--- src/rtl/counter.sv ---
// Single-shot countdown timer: a rising edge on start loads COUNT_FROM,
// ready stays low until the count has passed zero.
module counter #(
   parameter int WIDTH      = 8,
   parameter int COUNT_FROM = 2
) (
   input  logic             clk,
   input  logic             rst_n,
   input  logic             start,
   output logic             ready,
   output logic [WIDTH-1:0] count
);

   localparam logic [0:0] IDLE = 1'b0;
   localparam logic [0:0] CNT  = 1'b1;
   localparam logic [WIDTH-1:0] LOAD = COUNT_FROM[WIDTH-1:0];

   logic [0:0]       state_q, state_d;
   logic [WIDTH-1:0] count_q, count_d;
   logic             ready_q, ready_d;
   logic             start_q;
   logic             trig;

   assign trig  = start & ~start_q;
   assign ready = ready_q;
   assign count = count_q;

   always_comb begin
      state_d = state_q;
      count_d = count_q;
      ready_d = ready_q;
      unique case (state_q)
         IDLE: begin
            if (trig) begin
               count_d = LOAD;
               ready_d = 1'b0;
               state_d = CNT;
            end
         end
         CNT: begin
            // Triggers are ignored here, including on the final edge.
            if (count_q != '0) begin
               count_d = count_q - 1'b1;
            end else begin
               ready_d = 1'b1;
               state_d = IDLE;
            end
         end
         default: begin
            state_d = IDLE;
            count_d = '0;
            ready_d = 1'b1;
         end
      endcase
   end

   always_ff @(posedge clk or negedge rst_n) begin
      if (!rst_n) begin
         state_q <= IDLE;
         count_q <= '0;
         ready_q <= 1'b1;
         start_q <= 1'b0;
      end else begin
         state_q <= state_d;
         count_q <= count_d;
         ready_q <= ready_d;
         start_q <= start;
      end
   end

endmodule

--- config.mk ---
export PLATFORM = sky130hd
export DESIGN_NAME = counter
export DESIGN_NICKNAME = d
export VERILOG_FILES = /design/src/rtl/counter.sv
export SDC_FILE = /design/constraint.sdc
export NUM_CORES = 1
export LEC_CHECK = 0
export CELL_PAD_IN_SITES_DETAIL_PLACEMENT = 1
export CELL_PAD_IN_SITES_GLOBAL_PLACEMENT = 1
export CORE_MARGIN = 2
export CORE_UTILIZATION = 25
export CTS_BUF_LIST = sky130_fd_sc_hd__clkbuf_8
export CTS_CLUSTER_SIZE = 14
export DETAILED_ROUTE_END_ITERATION = 10
export GPL_ROUTABILITY_DRIVEN = 0
export PLACE_DENSITY = 0.61
export SLEW_MARGIN = 20
export SYNTH_ARGS = -nofsm -noshare
export SYNTH_HDL_FRONTEND = slang
export SYNTH_SLANG_ARGS = --single-unit
--- constraint.sdc ---
create_clock -name clk -period 4.5 [get_ports clk]
set_clock_uncertainty 0.1 [all_clocks]
set_input_delay 0.9 -clock clk [delete_from_list [all_inputs] [get_ports clk]]
set_output_delay 0.9 -clock clk [all_outputs]
set_load 0.05 [all_outputs]
==> impl_metrics.toml <==
[die]
initial_core_util = 0.270
die_height_um = 50.5
die_w_um = 50.5
dieArea_um2 = 2550
rows = 16
core_area_um2 = 2000
io_pins = 12

[worst_setup_path]
path_class = "reg2out"
crit_path_max_fanout = 9
endpoint_kind = "output port"
cp_top_family = "buffers and inverters"
critPathLaunch = "count[2]$_DFFE_PN0P_"
path_buf_inv = 1
worst_ep_arrival_time_ns = 1.57
cpMaxStageDelayCell = "clkdlybuf4s50_1"
crit_chain = "clkdlybuf4s50_1"
r2r_cells = 5
startpoint_type = "flip-flop"
r2r_slack_ns = 2.56
cp.required_ns = 3.50
regToRegEndpoint = "count[4]$_DFFE_PN0P_"
r2r_start = "count[0]$_DFFE_PN0P_"
cpPeakStageDelay_ns = 0.85

[clock_tree]
clock-sinks = 11
cts-root-buf = "clkbuf_8"
clkLatencyLatePin_ns = 0.24
cts_resized = 0
path_clk_slew_ns = 0.05
ctsHtreeMaxLevel = 1
cts_buffers = 3
cts_setup_buffers = 0
hold_buffers = 0
cts_tree = "yes"
clock_path_buffers = 2

[routing]
first_pass_iters = 2
vias = 453
wirelength_um = 1250
wl_per_cell_um = 13.6
drt_iter0_drc = 8
viasPerCell = 4.92
ant_nets = 0
drc = 0

[yosys]
synth_cell_types = 22
ys_warn_count = 0
syn_avg_cell_area_um2 = 10.8
synth.net_count = 54
seq_area_frac_synth = 0.512
syn_area_um2 = 541
synthCells = 50
synth.largest_area_cell = "dfrtp_1"
synth_area_leaders = "dfrtp_1 46%, mux2i_1 9.3%, dfstp_2 4.9%, nand2_1 4.2%, a21oi_1 3.7%"
synth-seq-cells = 11
netlist.area_leader.share = 0.463

[flow_run]
maxCapViolations = 0

[global_routing]
grt_usage = 0.117
grt_max_degree = 12
antenna_found_initial = 0
grt_pass1_wl_um = 2170
grt_pass1_vias = 457
grt-ovfl-total = 0

[sta]
setup_viol = 0
period_share = 0.572
relSlewSlack = 0.531
worst_slack_ns = 1.93
drv_slew = 0
clock.fmax_mhz = 388
period_needed_ns = 2.57
rsz0062_at_grt = "false"
finalSetupTns_ns = 0
hold_viol = 0
worst_slew_pin_slew_ns = 0.702

[cells_and_area]
stdcell_area_um2 = 731
fin_cells = 92
drive_above_1_share = 0.123
synthToLayoutAreaGrowth_pct = 35.2
fill_cells = 235
antenna_cells = 0
layout.nets = 70

[placement]
dpl_cell_area_um2 = 684
io_buffers = 11
dp_slack_ns = 2.02
dp_cells = 88
dp_hpwl_um = 902

[min_path]
worst_hold_startpoint = "count[0]$_DFFE_PN0P_"
hold_depth = 1
hold_end = "count[0]$_DFFE_PN0P_"
hp-class = "reg2reg"

[status]
status = "finished, final reports clean"
-- synthesized netlist by cell type --
| cell | n |
|---|---|
| and2_1 | 1 |
| ha_1 | 1 |
| a21bo_2 | 1 |
| or3b_1 | 1 |
| dfstp_2 | 1 |
| a2111o_1 | 1 |
| inv_1 | 2 |
| nor3b_1 | 2 |
| nor2_1 | 2 |
| a2111oi_0 | 1 |
| nor4_2 | 1 |
| o21ai_0 | 3 |
| nor3_1 | 1 |
| dfrtp_1 | 10 |
| mux2i_1 | 5 |
| nand4b_1 | 1 |
| a31oi_1 | 1 |
| or4_1 | 2 |
| or3_1 | 2 |
| a21oi_1 | 4 |
| nand2_1 | 6 |
| or3b_2 | 1 |
-- area by class of cell --
class                      instances  area, µm²  share of cell area
clock buffer                       3       41.3              0.0565
inverter                           2       7.51              0.0103
tap                               27       33.8              0.0462
multi-input combinational         37        256               0.351
timing repair buffer              11        110               0.151
sequential                        11        277               0.378
clock inverter                     1       5.00             0.00685
-- per-layer routing --
metal / global-route usage / part of all wire / up-vias
met5: 0 / 0 / -
met1: 0.151 / 0.45 / 223
met4: 0.0135 / 0 / 0
li1: - / - / 220
met2: 0.178 / 0.49 / 10
met3: 0.0655 / 0.061 / 0
-- how the worst max path moves through the flow --
stage | slack, ns | endpoint | cells after the start
after floorplan | 2.45 | count[4]$_DFFE_PN0P_ | 5
after global placement | 2.07 | count[7]$_DFFE_PN0P_ | 4
after detailed placement | 2.02 | count[7]$_DFFE_PN0P_ | 4
after CTS | 1.91 | count[2] | 1
after global routing | 1.84 | count[2] | 1
final | 1.93 | count[2] | 1
-- state kept, by name, indices dropped and copies added (netlist names) --
signal / flops
state_q: 1
start_q: 1
ready: 1
count: 8
-- placed cells by master, fill, tap and decap left out, types with 2 or more instances in the layout --
cell type        netlist  final
dfrtp_1               10     10
o21ai_0                3      3
clkbuf_8               0      3
nor2_1                 2      2
inv_1                  2      2
clkdlybuf4s50_1        0     11
a21oi_1                4      4
mux2i_1                5      5
or4_1                  2      2
nand2_1                6      6
or3_1                  2      2
nor3b_1                2      2
-- stage by stage --
stage	util	hold slack, ns
finish	0.365	0.429
global route	0.365	0.473
CTS	0.365	0.435
detailed placement	0.342	0.429
global placement	0.342	0.421
floorplan	-	0.430
-- cell families (layout without fill, tap and decap cells) --
group | count (synthesis) | in the layout | share of synthesized area
buffers and inverters | 2 | 17 | 0.0139
and+or+nand+nor | 20 | 20 | 0.227
AOI/OAI and AO/OA | 11 | 11 | 0.132
muxes | 5 | 5 | 0.0926
adders and majority gates | 1 | 1 | 0.0231
DFF | 11 | 11 | 0.512
Power is left out: the tool's default activity adds up to more than one toggle a clock period on the data nets, which glitch-free logic cannot reach.
